## config.mk

```make
export PLATFORM = sky130hd
export DESIGN_NAME = uart_port
export DESIGN_NICKNAME = d
export VERILOG_FILES = /design/src/rtl/uart_pkg.sv /design/src/rtl/uart_rx.sv /design/src/rtl/uart_port.sv
export SDC_FILE = /design/constraint.sdc
export NUM_CORES = 1
export LEC_CHECK = 0
export CAP_MARGIN = 20
export CORE_MARGIN = 4
export CORE_UTILIZATION = 50
export CTS_CLUSTER_SIZE = 8
export DETAILED_ROUTE_END_ITERATION = 8
export DONT_BUFFER_PORTS = 1
export GPL_ROUTABILITY_DRIVEN = 0
export SLEW_MARGIN = 0
export SYNTH_ARGS = -nofsm -noshare
export SYNTH_HDL_FRONTEND = slang
export SYNTH_SLANG_ARGS = --single-unit
```

## constraint.sdc

```tcl
create_clock -name clk -period 3.6 [get_ports clk]
set_clock_uncertainty 0.1 [all_clocks]
set_input_delay 0.54 -clock clk [delete_from_list [all_inputs] [get_ports clk]]
set_output_delay 0.54 -clock clk [all_outputs]
set_load 0.05 [all_outputs]
```

## src/rtl/uart_pkg.sv

```systemverilog
// uart_pkg: shared definitions for the memory-mapped UART.
// Holds the register map, STATUS bit positions, the state type used by both
// the TX and RX state machines, and the minimum divisor with its clamp helper.
package uart_pkg;

    localparam logic [1:0] UART_DATA_ADDR   = 2'b00;
    localparam logic [1:0] UART_STATUS_ADDR = 2'b01;
    localparam logic [1:0] UART_DIV_ADDR    = 2'b10;
    localparam logic [1:0] UART_IRQEN_ADDR  = 2'b11;

    localparam int STAT_TX_BUSY    = 0;
    localparam int STAT_RX_VALID   = 1;
    localparam int STAT_TX_DONE    = 2;
    localparam int STAT_RX_OVERRUN = 3;
    localparam int STAT_FRAME_ERR  = 4;

    localparam logic [15:0] DIV_MIN = 16'd2;

    typedef enum logic [1:0] {
        ST_IDLE,
        ST_START,
        ST_DATA,
        ST_STOP
    } uart_state_t;

    // Divisors below the minimum would leave no room for a mid-bit sample.
    function automatic logic [15:0] clamp_div(input logic [15:0] d);
        return (d < DIV_MIN) ? DIV_MIN : d;
    endfunction

endpackage

```

## src/rtl/uart_rx.sv

```systemverilog
// uart_rx: 8N1 receiver.
// Ports:
//   clk, rst        - system clock, asynchronous active-low reset
//   rx              - asynchronous serial input
//   div             - current baud divisor (clk cycles per bit), latched per frame
//   byte_out        - received byte, valid while byte_valid is high
//   byte_valid      - one-cycle pulse when a frame's stop bit is sampled
//   frame_err       - one-cycle pulse, coincident with byte_valid, stop bit low
//
// state   | meaning
// IDLE    | waiting for a falling edge on the synchronised line
// START   | counting to the middle of the start bit, rejecting glitches
// DATA    | sampling 8 data bits, LSB first
// STOP    | sampling the stop bit, then handing the byte out
module uart_rx
    import uart_pkg::*;
(
    input  logic        clk,
    input  logic        rst,
    input  logic        rx,
    input  logic [15:0] div,
    output logic [7:0]  byte_out,
    output logic        byte_valid,
    output logic        frame_err
);

    logic        rx_meta;
    logic        rx_sync;
    uart_state_t state;
    logic [15:0] cnt;
    logic [15:0] div_lat;
    logic [2:0]  bit_idx;
    logic [7:0]  shift;
    logic        tick;

    assign tick = (cnt == 16'd0);

    always_ff @(posedge clk or negedge rst) begin
        if (!rst) begin
            rx_meta <= 1'b1;
            rx_sync <= 1'b1;
        end else begin
            rx_meta <= rx;
            rx_sync <= rx_meta;
        end
    end

    always_ff @(posedge clk or negedge rst) begin
        if (!rst) begin
            state   <= ST_IDLE;
            cnt     <= '0;
            div_lat <= DIV_MIN;
            bit_idx <= '0;
            shift   <= '0;
        end else begin
            case (state)
                ST_IDLE: begin
                    // Falling edge about to leave the synchroniser: acting on it
                    // now keeps the start-detect latency at two flops.
                    if (rx_sync && !rx_meta) begin
                        state   <= ST_START;
                        div_lat <= div;
                        cnt     <= {1'b0, div[15:1]} - 16'd1;
                    end
                end
                ST_START: begin
                    if (tick) begin
                        if (rx_sync) begin
                            state <= ST_IDLE;
                        end else begin
                            state   <= ST_DATA;
                            cnt     <= div_lat - 16'd1;
                            bit_idx <= '0;
                        end
                    end else begin
                        cnt <= cnt - 16'd1;
                    end
                end
                ST_DATA: begin
                    if (tick) begin
                        shift <= {rx_sync, shift[7:1]};
                        cnt   <= div_lat - 16'd1;
                        if (bit_idx == 3'd7) begin
                            state <= ST_STOP;
                        end else begin
                            bit_idx <= bit_idx + 3'd1;
                        end
                    end else begin
                        cnt <= cnt - 16'd1;
                    end
                end
                ST_STOP: begin
                    if (tick) begin
                        state <= ST_IDLE;
                    end else begin
                        cnt <= cnt - 16'd1;
                    end
                end
                default: state <= ST_IDLE;
            endcase
        end
    end

    assign byte_out   = shift;
    assign byte_valid = (state == ST_STOP) && tick;
    assign frame_err  = byte_valid && !rx_sync;

endmodule

```

## src/rtl/uart_port.sv

```systemverilog
// uart_port: memory-mapped 8N1 UART transceiver for the peripheral bus.
// Ports:
//   clk, rst   - system clock, asynchronous active-low reset
//   data_in    - CPU write data
//   data_out   - combinational read data for address (0 when ce is low)
//   address    - register select: DATA, STATUS, DIV, IRQEN
//   rw         - 1 = write, 0 = read
//   ce         - chip enable from the address decoder
//   irq        - registered level interrupt
//   tx         - serial output, idle high
//   rx         - asynchronous serial input
//
// state   | meaning
// IDLE    | line high, waiting for a DATA write
// START   | driving the start bit for one divisor period
// DATA    | driving 8 data bits, LSB first
// STOP    | driving the stop bit; tx_done is raised when it ends
module uart_port
    import uart_pkg::*;
#(
    parameter int          DATA_WIDTH = 32,
    parameter logic [15:0] DIV_RESET  = 16'd217
) (
    input  logic                  clk,
    input  logic                  rst,
    input  logic [DATA_WIDTH-1:0] data_in,
    output logic [DATA_WIDTH-1:0] data_out,
    input  logic [1:0]            address,
    input  logic                  rw,
    input  logic                  ce,
    output logic                  irq,
    output logic                  tx,
    input  logic                  rx
);

    logic [15:0] div_reg;
    logic [2:0]  irqen;
    logic        tx_done;
    logic        rx_valid;
    logic        rx_overrun;
    logic        frame_err;
    logic [7:0]  rx_byte;

    uart_state_t tx_state;
    logic [15:0] tx_cnt;
    logic [15:0] tx_div;
    logic [2:0]  tx_bit;
    logic [7:0]  tx_shift;
    logic        tx_busy;

    logic [7:0]  rx_byte_new;
    logic        rx_byte_valid;
    logic        rx_frame_err;

    logic data_wr, data_rd, stat_wr, div_wr, irqen_wr;
    logic tx_start, tx_finish;
    logic unused_data_in;

    assign unused_data_in = ^data_in[DATA_WIDTH-1:16];

    assign data_wr  = ce &  rw && (address == UART_DATA_ADDR);
    assign data_rd  = ce & ~rw && (address == UART_DATA_ADDR);
    assign stat_wr  = ce &  rw && (address == UART_STATUS_ADDR);
    assign div_wr   = ce &  rw && (address == UART_DIV_ADDR);
    assign irqen_wr = ce &  rw && (address == UART_IRQEN_ADDR);

    assign tx_busy   = (tx_state != ST_IDLE);
    assign tx_start  = data_wr && !tx_busy;
    assign tx_finish = (tx_state == ST_STOP) && (tx_cnt == 16'd0);

    uart_rx u_rx (
        .clk        (clk),
        .rst        (rst),
        .rx         (rx),
        .div        (div_reg),
        .byte_out   (rx_byte_new),
        .byte_valid (rx_byte_valid),
        .frame_err  (rx_frame_err)
    );

    // tx is the state one cycle late, so the line falls on the edge after the
    // accepting write while each bit still lasts exactly one divisor period.
    always_ff @(posedge clk or negedge rst) begin
        if (!rst) begin
            tx_state <= ST_IDLE;
            tx_cnt   <= '0;
            tx_div   <= DIV_RESET;
            tx_bit   <= '0;
            tx_shift <= '0;
            tx       <= 1'b1;
        end else begin
            tx <= (tx_state == ST_START) ? 1'b0 :
                  (tx_state == ST_DATA)  ? tx_shift[0] : 1'b1;
            case (tx_state)
                ST_IDLE: begin
                    if (tx_start) begin
                        tx_state <= ST_START;
                        tx_shift <= data_in[7:0];
                        tx_div   <= div_reg;
                        tx_cnt   <= div_reg - 16'd1;
                    end
                end
                ST_START: begin
                    if (tx_cnt == 16'd0) begin
                        tx_state <= ST_DATA;
                        tx_cnt   <= tx_div - 16'd1;
                        tx_bit   <= '0;
                    end else begin
                        tx_cnt <= tx_cnt - 16'd1;
                    end
                end
                ST_DATA: begin
                    if (tx_cnt == 16'd0) begin
                        tx_cnt   <= tx_div - 16'd1;
                        tx_shift <= {1'b0, tx_shift[7:1]};
                        if (tx_bit == 3'd7) begin
                            tx_state <= ST_STOP;
                        end else begin
                            tx_bit <= tx_bit + 3'd1;
                        end
                    end else begin
                        tx_cnt <= tx_cnt - 16'd1;
                    end
                end
                ST_STOP: begin
                    if (tx_cnt == 16'd0) begin
                        tx_state <= ST_IDLE;
                    end else begin
                        tx_cnt <= tx_cnt - 16'd1;
                    end
                end
                default: tx_state <= ST_IDLE;
            endcase
        end
    end

    // Flag updates: a set event always takes priority over a clear on the same edge.
    always_ff @(posedge clk or negedge rst) begin
        if (!rst) begin
            div_reg    <= DIV_RESET;
            irqen      <= '0;
            tx_done    <= 1'b0;
            rx_valid   <= 1'b0;
            rx_overrun <= 1'b0;
            frame_err  <= 1'b0;
            rx_byte    <= '0;
            irq        <= 1'b0;
        end else begin
            if (div_wr) begin
                div_reg <= clamp_div(data_in[15:0]);
            end
            if (irqen_wr) begin
                irqen <= data_in[2:0];
            end

            if (tx_finish) begin
                tx_done <= 1'b1;
            end else if (tx_start || (stat_wr && data_in[STAT_TX_DONE])) begin
                tx_done <= 1'b0;
            end

            if (rx_byte_valid) begin
                rx_valid <= 1'b1;
                rx_byte  <= rx_byte_new;
            end else if (data_rd) begin
                rx_valid <= 1'b0;
            end

            if (rx_byte_valid && rx_valid) begin
                rx_overrun <= 1'b1;
            end else if (stat_wr && data_in[STAT_RX_OVERRUN]) begin
                rx_overrun <= 1'b0;
            end

            if (rx_frame_err) begin
                frame_err <= 1'b1;
            end else if (stat_wr && data_in[STAT_FRAME_ERR]) begin
                frame_err <= 1'b0;
            end

            irq <= (irqen[0] & tx_done) | (irqen[1] & rx_valid) |
                   (irqen[2] & (rx_overrun | frame_err));
        end
    end

    always_comb begin
        data_out = '0;
        if (ce) begin
            case (address)
                UART_DATA_ADDR:   data_out[7:0] = rx_byte;
                UART_STATUS_ADDR: begin
                    data_out[STAT_TX_BUSY]    = tx_busy;
                    data_out[STAT_RX_VALID]   = rx_valid;
                    data_out[STAT_TX_DONE]    = tx_done;
                    data_out[STAT_RX_OVERRUN] = rx_overrun;
                    data_out[STAT_FRAME_ERR]  = frame_err;
                end
                UART_DIV_ADDR:    data_out[15:0] = div_reg;
                default:          data_out[2:0] = irqen;
            endcase
        end
    end

endmodule

```

==> flow_metrics.tcl <==
set metrics [dict create \
    outcome "complete, but fails checks" \
    violations "hold timing" \
    cap_viol_max_count 0 \
    start_util_pct 51.75 \
    dieArea_um2 17990 \
    holdCritPathClass "input port to asynchronous set/reset pin" \
    global_route.overflow_total 0 \
    regToRegStartpoint "tx_cnt[0]" \
    synth_seq_area_share_pct 39.54 \
    cts_inserted_buffers 17 \
    worstRegToRegCells 8 \
    cts_tree "yes" \
    die_height_um 134.1 \
    finalMaxSlewViolations 0 \
    totalPowerFinal_mw 6.253 \
    timing.final.crit_share_pct 88.05 \
    finalCriticalPeriod_ns 3.170 \
    post-synth-top-count-cell "dfrtp_1" \
    drc 0 \
    r2r_end "tx_shift[4]" \
    synthFlopType "dfrtp_1" \
    worst-slew-pin-transition_ns 0.9855 \
    worst_setup_hold_path_clk_slew_ns 0.06 \
    placed_cell_area_um2 8013 \
    final_net_count 873 \
    firstDrtPassIters 5 \
    critical_path_required_ns 3.82 \
    worst_hold_margin_ns -0.03908 \
    worst-path-max-fanout 19 \
    final_area_um2 8658 \
    fp-row-count 45 \
    finalWorstSetupSlack_ns 0.4301 \
    core_area_um2 15370 \
    post_cts.resized_instances 0 \
    share_of_layout_cells_above_drive_strength_1_pct 17.63 \
    number_of_global_route_vias_before_repair 6196 \
    initialDrtViolationCount 593 \
    synth.cell_area_um2 7955 \
    ys_top_cells_by_count "111 x dfrtp_1, 75 x nand2_1, 68 x mux2_2, 58 x nor2_1, 49 x o21ai_0" \
    worstPathArrival_ns 3.39 \
    ys.warnings.count 0 \
    viasPerCell 6.159 \
    grt_setup_unrepaired "false" \
    port_buffers 0 \
    synth_edf_count 0 \
    relSlewSlack_pct 33.70 \
    mapped_avg_cell_area_um2 9.504 \
    synth.top_cell.area_share_pct 34.92 \
    wl_per_cell_um 20.19 \
    synth_top_cells_by_area "dfrtp_1 35%, mux2_2 9.6%, dfstp_2 4.6%" \
    yosys.area.top_type "dfrtp_1" \
    antenna_cells 0 \
    synth_async_sr_flop_share_pct 100.0 \
    clock_tree.htree_level_count 4 \
    max-clock-path-buffers 2 \
    initial_antenna_violation_count 0 \
    worst-r2r-setup-slack_ns 0.43 \
    routed_wl_um 20980 \
    clock.fmax_ghz 0.3155 \
    ys_ff_latch 125 \
    clock_latency_on_the_worst_skew_pair_ns 0.43 \
    power.leakage_nw 3.752 \
    syn_to_final_growth_pct 8.839 \
    dieWidth_um 134.1 \
    drtAntennaViolNets 0 \
    pre_cts_slack_ns 0.4500 \
    cts.root.buffer_cell "clkbuf_16" \
    dpl.hpwl_um 14890 \
    setup_cp_type "flop to flop" \
    pin_count 73 \
    vdd_ir_drop_max_mv 0.4070 \
    setup_viol_count_final 0 \
    fin_tns_setup_ns 0 \
    vias 6399 \
    cp-start-kind "flop" \
    synth.distinct_cells 73 \
    grt_usage_pct 23.69 \
    power_per_cell_area_nw_per_um2 722.2 \
    setup.worst_path.end_class "flop" \
    clock_sinks 125 \
    grt_first_pass_wirelength_um 33280 \
    hold_viol_final 39 \
    filler_cell_count 1366 \
    netlist_instances 837 \
    grt_max_degree 126 \
]
layout make-up:
class                   instances  area (µm²)  share of cell area (%)
clock buffers                  20       446.7                   5.159
well taps                     211       264.0                   3.049
repair buffers                 14       127.6                   1.474
inverters                      27       101.3                   1.171
flip-flops and latches        125        3146                   36.33
clock inverters                12       161.4                   1.864
multi-input cells             630        4412                   50.95
cell families after synthesis:
family,after synthesis,share of synthesized area (%)
AOI/OAI and AO/OA,161,13.65
xor gates and xnor gates,68,7.487
adders and majority gates,19,2.988
buffers and inverters,97,5.772
DFF,125,39.54
muxes,86,12.52
other,1,0.04714
and+or+nand+nor,280,17.99
critical path, stage by stage, from the launching register on:
cell	delay, ns
dfrtp_1	0.40
inv_1	0.10
ha_1	0.20
or3b_2	0.56
or4_4	0.65
nor2_8	0.32
mux2i_4	0.13
nor2_4	0.23
mux2_2	0.36
power by group:
group / internal (mW) / switching [mW]
combinational: 0.909 / 1.26
sequential: 1.78 / 0.527
clock: 1.11 / 0.668
total: 3.80 / 2.46
metal layers:
layer | global-route usage, % | routed length, µm | share of wire (%) | vias to the layer above
met3 | 6.377 | 1593 | 7.6 | 39
li1 | - | - | - | 2946
met1 | 32.61 | 9166 | 44 | 3142
met2 | 36.13 | 9727 | 46 | 272
met5 | 0 | 0 | 0 | -
met4 | 8.654 | 491 | 2.3 | 0
cells in the final DEF (no fill, tap or decap), drive strengths merged, types with 4 or more instances in the layout:
cell and instances:
conb 16, a22oi 6, nand2b 4, a32oi 10, inv 28, o21ai 50, nand3 26, nor2b 5
a21oi 28, a221oi 5, ha 19, dfstp 14, mux2 68, and2 8, a22o 13, xor2 26
or4 11, xnor2 42, clkbuf 20, nor3 29, and3 9, dfrtp 111, nor2 60, nand2 75
or3 6, o31ai 8, buf 13, a31oi 8, mux2i 15, clkinv 5, nor3b 4, or2 4
a211oi 4, nor4 21, o211ai 4, nand4 7
metrics by stage:
step | instances | utilization, %
after detailed placement | 1005 | 52.13
after CTS | 1039 | 56.33
after global placement | 1005 | 52.13
final | 1039 | 56.33
after floorplan | 852 | -
after global routing | 1039 | 56.33
how the worst max path moves through the flow:
stage               from           to  slack (ns)  depth (start not counted)
2_1_floorplan  tx_cnt[0]  tx_shift[1]        0.74                          9
3_3_place_gp   tx_cnt[0]  tx_shift[2]        0.50                          8
3_5_place_dp   tx_cnt[0]  tx_shift[3]        0.45                          8
4_1_cts        tx_cnt[0]  tx_shift[4]        0.44                          8
5_1_grt        tx_cnt[0]  tx_shift[2]        0.28                          8
6_report       tx_cnt[0]  tx_shift[4]        0.43                          8
what timing repair did:
item	in CTS	in global routing
endpoints found under the setup margin	0	0
hold buffers	2	0
setup buffers	0	0
hold endpoints to repair	126	0
No activity file was read; power rests on OpenSTA's default activity.
